$ cat src/rtl/ifm_chunk_buf_ctrl.sv
// IFM chunk buffer scheduler: fills row-chunks into NUM_BUF buffers round-robin,
// exposes per-buffer ready bits to the inner loop and recycles buffers on finish.
module ifm_chunk_buf_ctrl #(
    parameter int unsigned NUM_BUF     = 2,
    parameter int unsigned CHUNK_WORDS = 64,
    parameter int unsigned IFM_ROWS    = 16
) (
    input  logic                           clk_i,
    input  logic                           rst_ni,
    input  logic                           layer_start_i,
    output logic                           ld_req_o,
    output logic [$clog2(IFM_ROWS)-1:0]    ld_row_idx_o,
    input  logic                           ld_valid_i,
    output logic                           ld_ready_o,
    output logic                           buf_wr_en_o,
    output logic [$clog2(NUM_BUF)-1:0]     buf_wr_sel_o,
    output logic [$clog2(CHUNK_WORDS)-1:0] buf_wr_addr_o,
    output logic [NUM_BUF-1:0]             chunk_rdy_o,
    input  logic                           inner_loop_finish_i,
    output logic [$clog2(NUM_BUF)-1:0]     chunk_rd_sel_o,
    output logic                           layer_done_o,
    output logic                           busy_o,
    output logic                           proto_err_o
);

    localparam int unsigned SelW  = $clog2(NUM_BUF);
    localparam int unsigned AddrW = $clog2(CHUNK_WORDS);
    localparam int unsigned RowW  = $clog2(IFM_ROWS);
    localparam int unsigned CntW  = $clog2(IFM_ROWS + 1);

    typedef enum logic [1:0] {StIdle, StRun, StDone} state_e;
    typedef enum logic [1:0] {BufEmpty, BufFilling, BufFull} buf_st_e;

    state_e            r_state, w_state_nxt;
    buf_st_e           r_buf_st     [NUM_BUF];
    buf_st_e           w_buf_st_nxt [NUM_BUF];
    logic [SelW-1:0]   r_wr_ptr, w_wr_ptr_nxt;
    logic [SelW-1:0]   r_rd_ptr, w_rd_ptr_nxt;
    logic [CntW-1:0]   r_fill_rows, w_fill_rows_nxt;
    logic [CntW-1:0]   r_cons_rows, w_cons_rows_nxt;
    logic [AddrW-1:0]  r_word_cnt, w_word_cnt_nxt;
    logic              r_proto_err, w_proto_err_nxt;

    logic w_run;
    logic w_any_filling;
    logic w_fill_start;
    logic w_ld_ready;
    logic w_accept;
    logic w_last_word;
    logic w_release;
    logic w_bad_finish;
    logic w_layer_go;

    function automatic logic [SelW-1:0] ptr_inc(input logic [SelW-1:0] p);
        return (p == SelW'(NUM_BUF - 1)) ? '0 : p + 1'b1;
    endfunction

    // Only one buffer may be mid-fill at a time; detect any in progress.
    always_comb begin
        w_any_filling = 1'b0;
        for (int unsigned i = 0; i < NUM_BUF; i++) begin
            if (r_buf_st[i] == BufFilling) begin
                w_any_filling = 1'b1;
            end
        end
    end

    // Event decode: fill start, word accept, chunk end, release and misuse of finish.
    always_comb begin
        w_run        = (r_state == StRun);
        w_fill_start = w_run && (r_buf_st[r_wr_ptr] == BufEmpty) && !w_any_filling &&
                       (r_fill_rows < CntW'(IFM_ROWS));
        // The request cycle already accepts the first word.
        w_ld_ready   = w_run && ((r_buf_st[r_wr_ptr] == BufFilling) || w_fill_start);
        w_accept     = ld_valid_i && w_ld_ready;
        w_last_word  = w_accept && (r_word_cnt == AddrW'(CHUNK_WORDS - 1));
        w_release    = inner_loop_finish_i && w_run && (r_buf_st[r_rd_ptr] == BufFull);
        w_bad_finish = inner_loop_finish_i && !w_release;
        w_layer_go   = (r_state == StIdle) && layer_start_i;
    end

    // Next-state for the layer FSM, buffer states, pointers and counters.
    always_comb begin
        w_state_nxt     = r_state;
        w_buf_st_nxt    = r_buf_st;
        w_wr_ptr_nxt    = r_wr_ptr;
        w_rd_ptr_nxt    = r_rd_ptr;
        w_fill_rows_nxt = r_fill_rows;
        w_cons_rows_nxt = r_cons_rows;
        w_word_cnt_nxt  = r_word_cnt;
        w_proto_err_nxt = r_proto_err;

        unique case (r_state)
            StIdle: begin
                if (layer_start_i) begin
                    w_state_nxt = StRun;
                end
            end
            StRun: begin
                // The final release moves straight to DONE so the pulse follows that finish.
                if (w_release && (r_cons_rows == CntW'(IFM_ROWS - 1))) begin
                    w_state_nxt = StDone;
                end
            end
            StDone: begin
                w_state_nxt = StIdle;
            end
            default: begin
                w_state_nxt = StIdle;
            end
        endcase

        if (w_fill_start) begin
            w_buf_st_nxt[r_wr_ptr] = BufFilling;
        end

        if (w_accept) begin
            if (w_last_word) begin
                w_buf_st_nxt[r_wr_ptr] = BufFull;
                w_wr_ptr_nxt           = ptr_inc(r_wr_ptr);
                w_fill_rows_nxt        = r_fill_rows + 1'b1;
                w_word_cnt_nxt         = '0;
            end else begin
                w_word_cnt_nxt = r_word_cnt + 1'b1;
            end
        end

        if (w_release) begin
            w_buf_st_nxt[r_rd_ptr] = BufEmpty;
            w_rd_ptr_nxt           = ptr_inc(r_rd_ptr);
            w_cons_rows_nxt        = r_cons_rows + 1'b1;
        end

        if (w_bad_finish) begin
            w_proto_err_nxt = 1'b1;
        end

        if (w_layer_go) begin
            for (int unsigned i = 0; i < NUM_BUF; i++) begin
                w_buf_st_nxt[i] = BufEmpty;
            end
            w_wr_ptr_nxt    = '0;
            w_rd_ptr_nxt    = '0;
            w_fill_rows_nxt = '0;
            w_cons_rows_nxt = '0;
            w_word_cnt_nxt  = '0;
            w_proto_err_nxt = 1'b0;
        end
    end

    // State registers with asynchronous active-low reset.
    always_ff @(posedge clk_i or negedge rst_ni) begin
        if (!rst_ni) begin
            r_state <= StIdle;
            for (int unsigned i = 0; i < NUM_BUF; i++) begin
                r_buf_st[i] <= BufEmpty;
            end
            r_wr_ptr    <= '0;
            r_rd_ptr    <= '0;
            r_fill_rows <= '0;
            r_cons_rows <= '0;
            r_word_cnt  <= '0;
            r_proto_err <= 1'b0;
        end else begin
            r_state     <= w_state_nxt;
            r_buf_st    <= w_buf_st_nxt;
            r_wr_ptr    <= w_wr_ptr_nxt;
            r_rd_ptr    <= w_rd_ptr_nxt;
            r_fill_rows <= w_fill_rows_nxt;
            r_cons_rows <= w_cons_rows_nxt;
            r_word_cnt  <= w_word_cnt_nxt;
            r_proto_err <= w_proto_err_nxt;
        end
    end

    // Ready vector: one bit per FULL buffer.
    always_comb begin
        chunk_rdy_o = '0;
        for (int unsigned i = 0; i < NUM_BUF; i++) begin
            chunk_rdy_o[i] = (r_buf_st[i] == BufFull);
        end
    end

    assign ld_req_o       = w_fill_start;
    assign ld_row_idx_o   = r_fill_rows[RowW-1:0];
    assign ld_ready_o     = w_ld_ready;
    assign buf_wr_en_o    = w_accept;
    assign buf_wr_sel_o   = r_wr_ptr;
    assign buf_wr_addr_o  = r_word_cnt;
    assign chunk_rd_sel_o = r_rd_ptr;
    assign layer_done_o   = (r_state == StDone);
    assign busy_o         = (r_state != StIdle);
    assign proto_err_o    = r_proto_err;

endmodule
$ cat config.mk
export PLATFORM = sky130hd
export DESIGN_NAME = ifm_chunk_buf_ctrl
export DESIGN_NICKNAME = d
export VERILOG_FILES = /design/src/rtl/ifm_chunk_buf_ctrl.sv
export SDC_FILE = /design/constraint.sdc
export NUM_CORES = 1
export LEC_CHECK = 0
export CAP_MARGIN = 20
export CORE_UTILIZATION = 45
export CTS_BUF_LIST = sky130_fd_sc_hd__clkbuf_4 sky130_fd_sc_hd__clkbuf_8
export DETAILED_ROUTE_END_ITERATION = 10
export PLACE_DENSITY = 0.77
export RECOVER_POWER = 25
export SLEW_MARGIN = 10
export SYNTH_ARGS = -nofsm -noshare
export SYNTH_HDL_FRONTEND = slang
export SYNTH_SLANG_ARGS = --single-unit
$ cat constraint.sdc
create_clock -name clk_i -period 2.56 [get_ports clk_i]
set_input_delay 0.768 -clock clk_i [delete_from_list [all_inputs] [get_ports clk_i]]
set_output_delay 0.768 -clock clk_i [all_outputs]
set_load 0.03 [all_outputs]
## After elaboration in Yosys (flattened, before gate mapping)

Cells that the tools add are included.

| operators by class | value |
|---|---|
| $add $sub $neg | 5 |
| shift operators | 0 |
| muxes and demuxes | 37 |
| bitwise logic cells | 10 |
| $lt $le $gt $ge | 5 |
| multiply operators | 0 |
| equality and inequality tests | 12 |
| reduce and logical (&&, ||, !) cells | 25 |
| divide/modulo/power cells | 0 |

Operators by type and width:

| kind | number |
|---|---|
| $mux 5 | 5 |
| $mux 2 | 10 |
| $mux 4 | 5 |
| $mux 6 | 3 |
| $logic_and 1x1->1 | 13 |
| $mux 1 | 11 |
| $add 5x1->5 const B | 2 |
| $reduce_bool 2->1 | 5 |
| $eq 2x1->1 const B | 4 |
| $eq 2x2->1 const B | 4 |
| $add 6x1->6 const B | 1 |
| $eq 6x6->1 const B | 1 |
| $eq 5x4->1 const B | 1 |
| $lt 5x5->1 const B | 1 |
| $and 2x2->2 | 2 |
| $and 4x4->4 | 1 |
| $demux 2 s1 | 2 |
| $ge 2x2->1 const B | 2 |
| $logic_not 2->1 | 2 |
| $lt 2x1->1 const B | 2 |
| $not 1->2 | 2 |
| $not 2->2 | 2 |
| $not 4->4 | 1 |
| $or 2x2->2 | 2 |
| 7 further kinds | 10 |

| storage, ports and cells | value |
|---|---|
| output and inout port bits | 20 |
| bits in writable memories | 0 |
| memory bits (read-only) | 0 |
| bits in latches | 0 |
| memories kept | 0 |
| flip-flop bits (word level) | 25 |

## Longest topological paths before layout

| depth | value |
|---|---|
| depth after elaboration | 17 |
| gate-level depth with buffers | 7 |
| mapped depth without buffers | 6 |

## Worst setup path before layout

OpenSTA, ideal clock, no wires.

| timing | value |
|---|---|
| kind | flip-flop to output port |
| from | register r_wr_ptr, in the netlist buf_wr_sel_o |
| to | output ld_req_o |
| setup slack | -0.089 ns |
| arrival | 1.881 ns |
| data required time | 1.792 ns |
| cell stages (with the launch flop) | 4 |
| path through | dfrtp_1 > mux2_4 > nor3b_4 > nor4b_2 |

| between the ends | value |
|---|---|
| longest elaborated chain between the ends | 8 |

RTL lines:

| element | RTL line | RTL |
|---|---|---|
| start: declaration | 37 | `logic [SelW-1:0] r_wr_ptr, w_wr_ptr_nxt;` |
| start signal: assignment | 167 | `r_wr_ptr <= w_wr_ptr_nxt;` |
| $not 1->2 (implied by the code) | 71 | `w_fill_start = w_run && (r_buf_st[r_wr_ptr] == BufEmpty) && !w_any_filling &&` |
| $mux 2 (implied by the code) (3 in series) | 71 |  |
| $logic_not 2->1 | 71 |  |
| $logic_and 1x1->1 (3 in series) | 71 |  |
| end: declaration | 11 | `output logic ld_req_o,` |

No other way between the ends. The select of a mux whose other input is x is not followed.

## Final worst setup path

| timing | value |
|---|---|
| from | register r_wr_ptr, in the netlist buf_wr_sel_o |
| to | output buf_wr_en_o |

| between the ends | value |
|---|---|
| longest elaborated chain between the ends | 11 |
| elaborated cells between the ends (all ways) | 12 |
| classes of those cells | eq/ne (1); mux (3); bitwise (1); reduce/logical (7) |

RTL lines:

| element | RTL line | RTL |
|---|---|---|
| $not 1->2 (implied by the code) (*) | 71, 74 |  |
| $mux 2 (implied by the code) (*) (3 in series) | 71, 74 |  |
| $logic_not 2->1 | 71 |  |
| $logic_and 1x1->1 (3 in series) | 71 |  |
| $logic_or 1x1->1 (*) | 74 | `w_ld_ready = w_run && ((r_buf_st[r_wr_ptr] == BufFilling) \|\| w_fill_start);` |
| $logic_and 1x1->1 (*) | 74 |  |
| $logic_and 1x1->1 (*) | 75 | `w_accept = ld_valid_i && w_ld_ready;` |
| end: declaration | 15 | `output logic buf_wr_en_o,` |

Every way passes the cells marked *; elsewhere a longest branch is shown, timed or not. The select of a mux whose other input is x is not followed.

==> summary.md <==
| Metric | Value |
|---|---|
| Outcome | `completed` |
| Worst-case clock skew | `about 3.5 ps` |
| Synth Area in Simple Gates | `0.2921` |
| Layout cells sized above 1 | `0.1561` |
| Initial antenna violation count | `0` |
| Die area | `~0.0032 mm²` |
| Cell Rows | `19` |
| Clock root cell | `clkbuf_4` |
| Xor/xnor cell area share of the yosys netlist | `0.03277` |
| Combinational Power Share | `0.545` |
| WL final | `just under 3000 µm` |
| DIE HEIGHT | `approximately 56 µm` |
| Number of max-cap violations | `0` |
| Final Cycle Share | `0.9794` |
| Core outline area | `around 0.0028 mm²` |
| Clock sinks | `25` |
| Fmax | `approximately 400 MHz` |
| Synthesis Warnings | `0` |
| # hold bufs at CTS | `0` |
| Post-synth top cells | `dfrtp_1 (25), nand2_1 (15), nor2_1 (12)` |
| Clock share of power | `0.106` |
| Switch share | `0.4143` |
| Avg Vias per Cell | `~5.5` |
| First-pass GRT wire length | `5030 µm` |
| CTS Buf Count | `3` |
| H-Tree Depth | `1` |
| Sequential power share | `0.350` |
| Number of diodes | `0` |
| Tot GR Track Use | `0.2000` |
| Area leader, netlist | `dfrtp_1` |
| Int Power | `~1.0 mW` |
| Routed length per instance | `14.29 µm` |
| Post-synthesis mux area share | `0.02622` |
| Adder-cell share of the synthesized area | `0.03745` |
| NetSw | `between 0.7 and 0.8 mW` |
| Final Total Pwr | `between 1.5 and 2 mW` |
| CTS Buffer Depth | `2` |
| Initial Util | `0.4804` |
| I/O pin cnt | `25` |
| RSZ-0062 raised after global routing | `true` |
| Hpwl dp | `roughly 2000 µm` |
| Netlist cell types | `35` |
| PD cells | `~1000 mW/mm²` |
| TritonRoute pass-1 iters | `4` |
| WHS | `525.4 ps` |
| Final Hold Fails | `0` |
| Worst-skew pair later-pin latency | `320 ps` |
| Hold Path Class | `flip-flop to flip-flop` |
| Area Overhead vs Synth | `28.09%` |
| Fin nets | `between 150 and 200` |
| Critical path type | `flip-flop to output pin` |
| Minimum clock period | `2507 ps` |
| Crit-path max FO | `3` |
| Post-synth EDFFs | `0` |
| Cell Area, Synth | `~0.0013 mm²` |
| Compound-Gate Fraction of Synth Area | `0.09457` |
| Final Wtd Congestion | `0.8045` |
| Worst vdd ir | `between 0.7 and 0.8 mV` |
| Worst slew pin tran | `about 1400 ps` |
| Crit start category | `flip-flop` |
| Die Wd | `between 50 and 60 µm` |
| Net Count, Synth | `~150` |
| Slew Viols, Final | `0` |
| DR vias | `approximately 1100` |
| Endpoint class of the critical path | `output pin` |
| Post-synth top area share | `0.4682` |
| Top cells by area, synth | `dfrtp_1 (47%), nand2_1 (4.2%), ha_1 (3.7%)` |
| Most common cell in the synthesized netlist | `dfrtp_1` |
| Async set or reset register ratio after synthesis | `1.000` |
| Setup violators final | `0` |
| Post-DP Area | `0.001604 mm²` |
| Total grt overflow | `0` |
| Remaining DRCs | `0` |
| CTS tree | `done` |
| Top_reg_cell synth | `dfrtp_1` |
| Crit path required time | `about 1800 ps` |
| Buffers on Ports | `24` |
| Post-Layout Inst Area | `0.001712 mm²` |
| DRT iter0 DRCs | `33` |
| Worst Path Arrival | `roughly 1700 ps` |
| Worst-path clk slew | `140 ps` |
| Post-Syn Instances | `139` |
| Final ANT Viol Nets | `0` |
| Largest family of logic cells by synthesized area | `simple AND/OR/NAND/NOR gates` |
| Max-slew headroom | `0.09412` |
| Number of global-route vias before repair | `~1100` |
| P_leak | `0.7780 nW` |
| Seq cells post-synth | `25` |
| Sequential-to-total area share from yosys stat | `0.4682` |
| Largest net degree at the start of global routing | `26` |
| Avg Inst Size Synth | `about 9.6 µm²` |
## stage by stage
| stage | setup TNS [ps] | std cells | utilization | setup WS [ps] |
|---|---|---|---|---|
| 2_1_floorplan | 0 | 139 | - | 120.4 |
| 4_1_cts | -34.49 | 198 | 0.5974 | -26.46 |
| 5_1_grt | -112.4 | 204 | 0.6154 | -45.68 |
| 3_3_place_gp | 0 | 191 | 0.5767 | 151.8 |
| 3_5_place_dp | 0 | 191 | 0.5767 | 119.5 |
| 6_report | 0 | 204 | 0.6154 | 52.72 |
## layout by cell type (no fill, tap or decap), types with 4 or more instances in the layout
cell and n:
a21oi_1 6, ha_1 4, o21ai_0 5, buf_4 12, nand2_1 15, inv_1 5, nor2b_1 6, clkdlybuf4s50_1 20
dfrtp_1 25, nor2_1 12, nand4_1 5, nand3_1 10
## what timing repair did
| item | in CTS | in global routing |
|---|---|---|
| gates resized for setup | 2 | 3 |
| endpoints found under the setup margin | 1 | 3 |
| setup buffers | 3 | 6 |
| pin swaps | 1 | 2 |
## routing by layer
metal	up-vias	wire length, µm	global-route usage
met5	-	0	0
met4	0	17	0.07666
met3	2	102	0.02765
met2	24	1465	0.3462
met1	547	1330	0.2519
li1	550	-	-
## cell type report
class / count / area, µm²
flip-flops and latches: 25 / 625.6
clock inverters: 1 / 5.005
clock buffers: 3 / 22.52
multi-input cells: 101 / 659.4
fillers: 248 / 1070
inverters: 6 / 22.52
repair buffers: 37 / 337.8
well taps: 31 / 38.79
## registers in the layout, indices dropped and copies added, names as in the netlist
register,flops
r_cons_rows,5
r_fill_rows,5
r_state,2
proto_err_o,1
chunk_rd_sel_o,1
r_buf_st,4
buf_wr_addr_o,6
buf_wr_sel_o,1
## power by group through the flow
stage	registers (mW)	logic (mW)	clock network, mW
finish	0.600	0.934	0.181
global route	0.617	1.01	0.203
CTS	0.598	0.859	0.186
detailed placement	0.608	0.811	0
global placement	0.602	0.791	0
floorplan	0.694	0.439	0
## kinds of logic (layout without fill, tap and decap cells)
kind of cell | Yosys count | count (layout)
buf+inv | 13 | 47
compound gates | 21 | 21
simple gates | 68 | 68
xor+xnor | 5 | 5
fa+ha+maj | 4 | 4
mux | 3 | 3
flops | 25 | 25
## worst max-delay path: stages (launching register included)
cell and delay [ps]:
dfrtp_1 420, mux2_4 320, nor3b_4 230, buf_4 160
nand4_4 70, inv_2 100, buf_6 130
## path summary, 6_finish.rpt
path                                       startpoint                           end  slack (ps)  depth (start not counted)
min reg2reg                r_cons_rows[4]$_DFFE_PN0P_    r_cons_rows[4]$_DFFE_PN0P_         530                          2
max reg2reg                  buf_wr_sel_o$_DFFE_PN0P_  buf_wr_addr_o[5]$_DFFE_PN0P_         430                          8
max in group asynchronous                      rst_ni         r_buf_st[0]$_DFF_PN0_         510                          2
max                          buf_wr_sel_o$_DFFE_PN0P_                   buf_wr_en_o          50                          6
min in group asynchronous                      rst_ni  buf_wr_addr_o[4]$_DFFE_PN0P_        1260                          2
min                        r_cons_rows[4]$_DFFE_PN0P_    r_cons_rows[4]$_DFFE_PN0P_         530                          2
(Power assumes the default switching activity.)
